==> src/rtl/sensor_scan_manager_if.sv <==
// Status/handshake bundle between the matrix scanner and the board consumer.
// master drives the debounced board and change mask; slave returns the ack pulse.
interface sensor_scan_manager_if #(
   parameter int ROWS = 8,
   parameter int COLS = 4
);
   logic [ROWS*COLS-1:0] board;
   logic                 board_valid;
   logic [ROWS*COLS-1:0] changed;
   logic                 change_pending;
   logic                 scan_done;
   logic                 ack;

   modport master (
      output board, board_valid, changed, change_pending, scan_done,
      input  ack
   );

   modport slave (
      input  board, board_valid, changed, change_pending, scan_done,
      output ack
   );
endinterface

==> src/rtl/sensor_scan_manager.sv <==
// Row-by-row reed-switch matrix scanner with multi-scan debounce,
// a stable occupancy bitmap and a sticky, ack-cleared change mask.
module sensor_scan_manager #(
   parameter int ROWS     = 8,
   parameter int COLS     = 4,
   parameter int SETTLE   = 16,
   parameter int DEBOUNCE = 4
) (
   input  logic                  clk,
   input  logic                  reset,
   input  logic                  enable,
   output logic [ROWS-1:0]       row_sel,
   input  logic [COLS-1:0]       col_in,
   sensor_scan_manager_if.master status
);
   localparam int ROW_W = (ROWS > 1) ? $clog2(ROWS) : 1;
   localparam int CNT_W = $clog2(SETTLE);
   localparam int STB_W = $clog2(DEBOUNCE + 1);
   localparam int BITS  = ROWS * COLS;

   typedef enum logic [1:0] {IDLE, SELECT, SAMPLE, COMPARE} state_t;

   state_t            state_reg, state_next;
   logic [ROW_W-1:0]  row_reg;
   logic [CNT_W-1:0]  cnt_reg;
   logic [COLS-1:0]   col_meta_reg, col_sync_reg;
   logic [BITS-1:0]   scan_buf_reg, prev_scan_reg;
   logic [STB_W-1:0]  stable_cnt_reg, stable_next;
   logic [BITS-1:0]   board_reg, changed_reg, delta;
   logic              board_valid_reg;
   logic              commit;
   logic              row_drive;
   logic              last_settle, last_row;

   assign last_settle = (cnt_reg == CNT_W'(SETTLE - 1));
   assign last_row    = (row_reg == ROW_W'(ROWS - 1));

   // State register
   always_ff @(posedge clk) begin
      if (!reset) state_reg <= IDLE;
      else        state_reg <= state_next;
   end

   // Next-state logic
   always_comb begin
      state_next = state_reg;
      case (state_reg)
         IDLE:    if (enable) state_next = SELECT;
         SELECT:  if (last_settle) state_next = SAMPLE;
         SAMPLE:  state_next = last_row ? COMPARE : SELECT;
         COMPARE: state_next = enable ? SELECT : IDLE;
         default: state_next = IDLE;
      endcase
   end

   // Output decode
   always_comb begin
      row_drive        = (state_reg == SELECT) || (state_reg == SAMPLE);
      status.scan_done = (state_reg == COMPARE);
   end

   genvar gi;
   generate
      for (gi = 0; gi < ROWS; gi++) begin : g_row
         assign row_sel[gi] = row_drive && (row_reg == ROW_W'(gi));
      end
   endgenerate

   // Debounce bookkeeping: the count saturates so a steady board never recommits
   always_comb begin
      stable_next = STB_W'(1);
      if (scan_buf_reg == prev_scan_reg) begin
         if (stable_cnt_reg < STB_W'(DEBOUNCE)) stable_next = stable_cnt_reg + 1'b1;
         else                                   stable_next = stable_cnt_reg;
      end
      delta  = board_reg ^ scan_buf_reg;
      commit = (state_reg == COMPARE) && (stable_next == STB_W'(DEBOUNCE)) &&
               ((scan_buf_reg != board_reg) || !board_valid_reg);
   end

   always_ff @(posedge clk) begin
      if (!reset) begin
         col_meta_reg    <= '0;
         col_sync_reg    <= '0;
         row_reg         <= '0;
         cnt_reg         <= '0;
         scan_buf_reg    <= '0;
         prev_scan_reg   <= '0;
         stable_cnt_reg  <= '0;
         board_reg       <= '0;
         board_valid_reg <= 1'b0;
         changed_reg     <= '0;
      end else begin
         col_meta_reg <= col_in;
         col_sync_reg <= col_meta_reg;

         case (state_reg)
            IDLE: begin
               row_reg <= '0;
               cnt_reg <= '0;
            end
            SELECT: begin
               cnt_reg <= last_settle ? '0 : cnt_reg + 1'b1;
            end
            SAMPLE: begin
               scan_buf_reg[row_reg*COLS +: COLS] <= col_sync_reg;
               if (!last_row) row_reg <= row_reg + 1'b1;
            end
            COMPARE: begin
               row_reg        <= '0;
               cnt_reg        <= '0;
               stable_cnt_reg <= stable_next;
               prev_scan_reg  <= scan_buf_reg;
            end
            default: ;
         endcase

         if (commit) begin
            board_reg       <= scan_buf_reg;
            board_valid_reg <= 1'b1;
         end

         // A same-cycle ack only discards history, never the bits this commit flips
         if (status.ack && commit) changed_reg <= delta;
         else if (status.ack)      changed_reg <= '0;
         else if (commit)          changed_reg <= changed_reg | delta;
      end
   end

   assign status.board          = board_reg;
   assign status.board_valid    = board_valid_reg;
   assign status.changed        = changed_reg;
   assign status.change_pending = |changed_reg;
endmodule

==> src/flat_wrapper.sv <==
// flat-port wrapper written by rule: the top's interface ports become plain ports
module sensor_scan_manager_flat 
#(
   parameter int ROWS     = 8,
   parameter int COLS     = 4,
   parameter int SETTLE   = 16,
   parameter int DEBOUNCE = 4
)
  (clk, reset, enable, row_sel, col_in, status_board, status_board_valid, status_changed, status_change_pending, status_scan_done, status_ack);
  sensor_scan_manager_if #(.ROWS(ROWS), .COLS(COLS)) status_i ();
  input  logic clk;
  input  logic reset;
  input  logic enable;
  output logic [ROWS-1:0] row_sel;
  input  logic [COLS-1:0] col_in;
  output wire logic [$bits(status_i.board)-1:0] status_board;
  output wire logic [$bits(status_i.board_valid)-1:0] status_board_valid;
  output wire logic [$bits(status_i.changed)-1:0] status_changed;
  output wire logic [$bits(status_i.change_pending)-1:0] status_change_pending;
  output wire logic [$bits(status_i.scan_done)-1:0] status_scan_done;
  input wire logic [$bits(status_i.ack)-1:0] status_ack;
  assign status_board = status_i.board;
  assign status_board_valid = status_i.board_valid;
  assign status_changed = status_i.changed;
  assign status_change_pending = status_i.change_pending;
  assign status_scan_done = status_i.scan_done;
  assign status_i.ack = status_ack;
  sensor_scan_manager #(.ROWS(ROWS), .COLS(COLS), .SETTLE(SETTLE), .DEBOUNCE(DEBOUNCE)) u_core (.clk(clk), .reset(reset), .enable(enable), .row_sel(row_sel), .col_in(col_in), .status(status_i));
endmodule
==> config.mk <==
export PLATFORM = sky130hd
export DESIGN_NAME = sensor_scan_manager_flat
export DESIGN_NICKNAME = d
export VERILOG_FILES = /design/src/rtl/sensor_scan_manager_if.sv /design/src/rtl/sensor_scan_manager.sv /design/src/flat_wrapper.sv
export SDC_FILE = /design/constraint.sdc
export NUM_CORES = 1
export LEC_CHECK = 0
export ABC_CLOCK_PERIOD_IN_PS = 2200
export BUFFER_PORTS_ARGS = -buffer_cell sky130_fd_sc_hd__buf_4
export CAP_MARGIN = 20
export CORE_MARGIN = 8
export CORE_UTILIZATION = 35
export DETAILED_ROUTE_END_ITERATION = 16
export PLACE_DENSITY = 0.55
export SLEW_MARGIN = 20
export SYNTH_ARGS = -nofsm -noshare
export SYNTH_HDL_FRONTEND = slang
export SYNTH_SLANG_ARGS = --single-unit
export TNS_END_PERCENT = 20
==> constraint.sdc <==
create_clock -name clk -period 2.2 [get_ports clk]
set_clock_uncertainty 0.1 [all_clocks]
set_input_delay 0.22 -clock clk [delete_from_list [all_inputs] [get_ports clk]]
set_output_delay 0.22 -clock clk [all_outputs]
set_load 0.01 [all_outputs]
Word level (Yosys, flattened, before mapping)
Index checks and enable logic that the tools add are counted.
{"block": "classes", "add_sub_neg": 4, "multipliers": 0, "div_mod_pow": 0, "n_lt_le_gt_ge": 1, "eq_ne": 17, "shift": 2, "n_mux": 15, "bitwise_logic": 2, "reduce_logical": 23}
{"operator": "32-bit 2-to-1 mux", "n": 3}
{"operator": "5-bit negation with 34-bit output", "n": 1}
{"operator": "4-bit by 34-bit variable shift with 32-bit output, first input constant", "n": 1}
{"operator": "4-bit by 34-bit indexed part select with 32-bit output", "n": 1}
{"operator": "32-bit bitwise mux", "n": 1}
{"operator": "32-bit equality test", "n": 1}
{"operator": "32-bit inequality test", "n": 1}
{"operator": "32-bit OR", "n": 1}
{"operator": "32-bit OR reduction", "n": 1}
{"operator": "32-bit bitwise XOR", "n": 1}
{"operator": "3-bit equality test, second input constant", "n": 5}
{"operator": "1-bit logical AND", "n": 11}
{"operator": "3-bit 2-to-1 mux", "n": 3}
{"operator": "2-bit one-hot mux with 4 select lines", "n": 1}
{"operator": "4-bit one-hot mux with 2 select lines", "n": 1}
{"operator": "3-bit by 1-bit adder with 3-bit output, second input constant", "n": 2}
{"operator": "3-bit by 2-bit equality test with 1-bit output, second input constant", "n": 2}
{"operator": "2-bit 2-to-1 mux", "n": 3}
{"operator": "3-bit one-hot mux with 2 select lines", "n": 1}
{"operator": "4-bit by 1-bit adder with 4-bit output, second input constant", "n": 1}
{"operator": "2-bit equality test, second input constant", "n": 2}
{"operator": "4-bit equality test, second input constant", "n": 1}
{"operator": "4-bit 2-to-1 mux", "n": 1}
{"operator": "2-bit inequality test, second input constant", "n": 2}
{"operator": "13 further kinds", "n": 16}
{"block": "word_totals", "regBits": 149, "latch_bits": 0, "ramBits": 0, "rom_bits": 0, "input_bits": 8, "output_inout_bits": 75, "wordCells": 75, "n_memories": 0}

Logic depth before layout (Yosys ltp)
{"block": "depth", "depth_word": 9, "mapped_depth": 9, "ltp_nobuf": 8}

Least setup slack after synthesis
No wires, ideal clock.
{"block": "synth_path", "kind": "register to register", "from": "register u_core.row_reg[0]", "to": "register u_core.scan_buf_reg[20]", "setup_ns": 0.128, "t_arrival_ns": 2.168, "required_time_ns": 1.972, "setup_slack_ns": -0.195, "stages_incl_launch_ff": 9, "path_buffers": 1, "period_less_slack_ns": 2.395, "cell_sequence": "dfxtp_1 inv_1 ha_1 ha_1 clkbuf_1 nor3b_1 nand2_1 a21oi_1 nor2_1"}
{"block": "synth_via", "elab_chain_cells": 3, "word_cells_on_any_way": 4, "cone_classes": "1 x add/sub; 2 x shift; 1 x mux"}
{"item": "start: declaration", "line": "sensor_scan_manager.sv:24", "text": "logic [ROW_W-1:0] row_reg;"}
{"item": "start signal: assignment", "line": "sensor_scan_manager.sv:107", "text": "if (!last_row) row_reg <= row_reg + 1'b1;"}
{"item": "5-bit negation with 34-bit output *", "line": "sensor_scan_manager.sv:106", "text": "scan_buf_reg[row_reg*COLS +: COLS] <= col_sync_reg;"}
{"item": "4-bit by 34-bit indexed part select with 32-bit output or 4-bit by 34-bit variable shift with 32-bit output (tied branches)", "line": "sensor_scan_manager.sv:106"}
{"item": "32-bit bitwise mux *", "line": "sensor_scan_manager.sv:106"}
{"item": "end signal: indexed assignment", "line": "sensor_scan_manager.sv:106"}
{"item": "end: declaration", "line": "sensor_scan_manager.sv:27", "text": "logic [BITS-1:0] scan_buf_reg, prev_scan_reg;"}
Mark *: on every way between the ends. The rest lies on a longest branch, timed or not.
A chain may end at the register's enable or synchronous reset.

Final worst setup path
{"block": "layout_path", "from": "register u_core.board_reg[0] (netlist: u_core.status.board[0])", "to": "register u_core.changed_reg[24] (netlist: u_core.status.changed[24])"}
{"block": "layout_via", "elab_chain_cells": 5, "word_cells_on_any_way": 6, "cone_classes": "1 x eq/ne; 1 x mux; 4 x reduce/logical"}
{"item": "start: declaration", "line": "sensor_scan_manager.sv:29", "text": "logic [BITS-1:0] board_reg, changed_reg, delta;"}
{"item": "start signal: assignment", "line": "sensor_scan_manager.sv:119", "text": "board_reg <= scan_buf_reg;"}
{"item": "32-bit inequality test *", "line": "sensor_scan_manager.sv:78", "text": "((scan_buf_reg != board_reg) || !board_valid_reg);"}
{"item": "1-bit logical OR *", "line": "sensor_scan_manager.sv:78"}
{"item": "1-bit logical AND *", "line": "sensor_scan_manager.sv:77", "text": "commit = (state_reg == COMPARE) && (stable_next == STB_W'(DEBOUNCE)) &&"}
{"item": "1-bit logical AND", "line": "sensor_scan_manager.sv:124", "text": "if (status.ack && commit) changed_reg <= delta;"}
{"item": "3-bit nonzero test (no line) or 32-bit 2-to-1 mux (tied branches)"}
{"item": "end signal: assignment", "line": "sensor_scan_manager.sv:124"}
{"item": "end signal: assignment", "line": "sensor_scan_manager.sv:126", "text": "else if (commit) changed_reg <= changed_reg | delta;"}
{"item": "end: declaration", "line": "sensor_scan_manager.sv:29"}
Marked as above.

==> qor.csv <==
metric,value,unit
r2r-start,u_core.status.board[0],
setup_viol,60,
yosys.area_share.adder,0.0319,
arrival,2.50,ns
swShare,0.252,
grt_pass1_vias,5882,
startpoint_type,flip-flop,
clk_latency,0.43,ns
finalInstanceArea,9350,um^2
max_freq,0.435,GHz
hold_depth,2,
grt_usage,0.177,
first_pass_iters,5,
switchingPower,1.67,mW
synth_top_family_by_area,simple AND/OR/NAND/NOR gates,
pre_cts_ws,-0.439,ns
startpoint,u_core.status.board[0],
pwr-share-comb,0.100,
synth_warnings,0,
fin_crit_sh,1.05,
yosys.area_share.simple,0.232,
avgRoutedWirePerCell,17.8,um
synth_area_per_cell,8.63,um^2
antenna_found_initial,0,
syn2layout_area_growth,40.2,%
antenna_cells,0,
die_x,154,um
ys_ff_latch,149,
cts_made_buffers,17,
p_seq_frac,0.423,
period_minus_slack,2.30,ns
vias,6156,
gp_congestion,0.819,
yosys.area.top_type,dfxtp_1,
synth_area_leaders,"dfxtp_1, a21oi_1, nand3_1",
slew_violations,0,
yosys-mux-area-fraction,0.0540,
worst_setup_path_end_kind,flip-flop,
ys_seq_area_frac,0.447,
grt_max_degree,46,
cts_tree,done,
antenna_left,0,
yosysTopAreaCellShare,0.447,
syn-cell-area,6670,um^2
core,18700,um^2
fin_nets,972,
dieArea,23700,um^2
cts_htree_levels,4,
layout-drive-gt1-share,0.294,
required,2.40,ns
finalWorstSetupSlack,-0.101,ns
reg2reg_setup_slack,-0.10,ns
cap_violations,0,
power.total,6.61,mW
relSlewSlack,0.525,
status,"complete, but fails checks",
rsz0062_at_grt,true,
critical_path.endpoint,u_core.status.changed[24],
ir_drop,0.000539,V
synth_nets,798,
yosysUniqueCellTypes,38,
clkSlewWorstSetupHoldPaths,0.07,ns
drc_errors,0,
routed_wl,21300,um
netlist_instances,773,
intPower,4.94,mW
failed_checks,setup timing,
clockRootBuffer,clkbuf_16,
cts_buffer_depth,2,
dp_hpwl,14900,um
cp_max_fo,11,
clkPwrFrac,0.477,
initial_utilization,0.357,
clkSinkCount,149,
synth-xor-area-share,0.0840,
io_buffers,82,
power_leakage,3.75,nW
worstHoldPathType,primary input to flip-flop,
grt_pass1_wl,33200,um
via_per_inst,5.16,
core.rowCount,50,
grt.overflow.total,0,
crit_type,flip-flop to flip-flop,
die_y,154,um
r2r-end,u_core.status.changed[24],
ios,83,
drt_iter0_drc,327,
synth_compound_area_frac,0.115,
placed_area,8340,um^2
worstMarginPinSlew,0.708,ns
hold_viol_final,0,
r2r_cells,7,
power_density,706,nW/um^2
[cell families (layout without fill, tap and decap cells)]
| logic type | Yosys count | count (layout) |
|---|---|---|
| and+or+nand+nor | 301 | 301 |
| DFF | 149 | 149 |
| buffers and inverters | 58 | 245 |
| adders and majority gates | 17 | 17 |
| AOI/OAI and AO/OA | 148 | 148 |
| muxes | 36 | 36 |
| xor gates and xnor gates | 64 | 64 |
[cells in the mapped netlist]
library cell and n:
o21ai_0 34, xnor2_1 36, o21a_1 2, nand2b_1 28
nor3_1 2, or2_2 1, and3_1 3, clkbuf_1 30
xor2_1 28, or4_1 2, ha_1 17, nor4_2 1
a21oi_1 102, and2_1 16, and4_1 1, buf_1 3
o31ai_1 3, nand3b_1 7, o41ai_1 1, nand3_1 86
or4b_2 1, nand2_1 36, dfxtp_1 149, nor4bb_1 2
nand4b_1 1, nor2b_1 2, nand4_1 21, a31o_2 1
mux2i_1 36, a211oi_1 2, a311oi_1 1, nor3b_1 3
inv_1 7, nor2_1 71, nor4_1 16, nor4b_1 1
o21ai_1 2, buf_2 18
[per-layer routing]
| layer | up-vias | share of wire | GRT usage | wire, um |
|---|---|---|---|---|
| met5 | - | 0 | 0 | 0 |
| met4 | 0 | 0.020 | 0.0593 | 422 |
| met3 | 26 | 0.054 | 0.0479 | 1150 |
| met2 | 161 | 0.45 | 0.267 | 9560 |
| met1 | 2911 | 0.48 | 0.239 | 10200 |
| li1 | 3058 | - | - | - |
[layout by cell type, fill, tap and decap left out, types with 11 or more instances in the layout]
cell type	netlist	routed
clkbuf_16	0	20
buf_4	0	190
ha_1	17	15
mux2i_1	36	36
xnor2_1	36	36
o21ai_0	34	33
a21oi_1	102	98
nand2b_1	28	28
nand2_1	36	36
and2_1	16	16
nand3_2	0	21
nor4_1	16	11
xor2_1	28	25
nand4_1	21	21
nand3_1	86	65
nor2_1	71	70
dfxtp_1	149	144
[stage by stage]
stage | hold WS (ns) | utilization | setup TNS [ns] | instances
4_1_cts | 0.0291 | 0.485 | -1.21 | 1191
3_5_place_dp | 0.320 | 0.446 | -24.87 | 1153
6_report | 0.0355 | 0.500 | -3.99 | 1194
2_1_floorplan | 0.242 | - | -0.361 | 773
5_1_grt | 0.0290 | 0.500 | -8.09 | 1194
3_3_place_gp | 0.321 | 0.446 | -23.43 | 1153
[power by group through the flow]
stage	sequential, mW	combinational (mW)	clock (mW)
after global placement	2.85	0.635	0
after CTS	2.79	0.658	3.19
after global routing	2.80	0.747	3.33
after floorplan	2.84	0.436	0
final	2.79	0.663	3.15
after detailed placement	2.85	0.643	0
[area by class of cell]
class | count | area, um^2
multi-input cells | 566 | 3690
clock inverters | 13 | 195
inverters | 7 | 28.8
repair buffers | 206 | 1720
fillers | 1808 | 9360
well taps | 234 | 293
flip-flops and latches | 149 | 2990
clock buffers | 19 | 433
[how the worst min path moves through the flow]
stage	from	endpoint	slack (ns)
after floorplan	reset	u_core.col_meta_reg[0]	0.24
after global placement	u_core.col_meta_reg[2]	u_core.col_sync_reg[2]	0.32
after detailed placement	u_core.col_meta_reg[3]	u_core.col_sync_reg[3]	0.32
after CTS	reset	u_core.stable_cnt_reg[1]	0.03
after global routing	reset	u_core.stable_cnt_reg[1]	0.03
final	reset	u_core.stable_cnt_reg[1]	0.04
[critical path, stage by stage, from the launching register on]
cell and delay (ns):
dfxtp_1 0.32, xor2_1 0.20, nor4_1 0.35, nand4_1 0.19
or4_4 0.63, clkbuf_16 0.23, nand3_1 0.09, a21oi_1 0.06
[what timing repair did]
item | 4_1_cts | 5_1_grt
resized for setup | 7 | 42
pin swaps | 3 | 20
setup endpoints to repair | 64 | 85
endpoints found under the hold margin | 4 | 0
setup buffers | 1 | 0
hold buffers | 4 | 0
gates cloned | 1 | 3
Power figures use the tool's default switching activity.
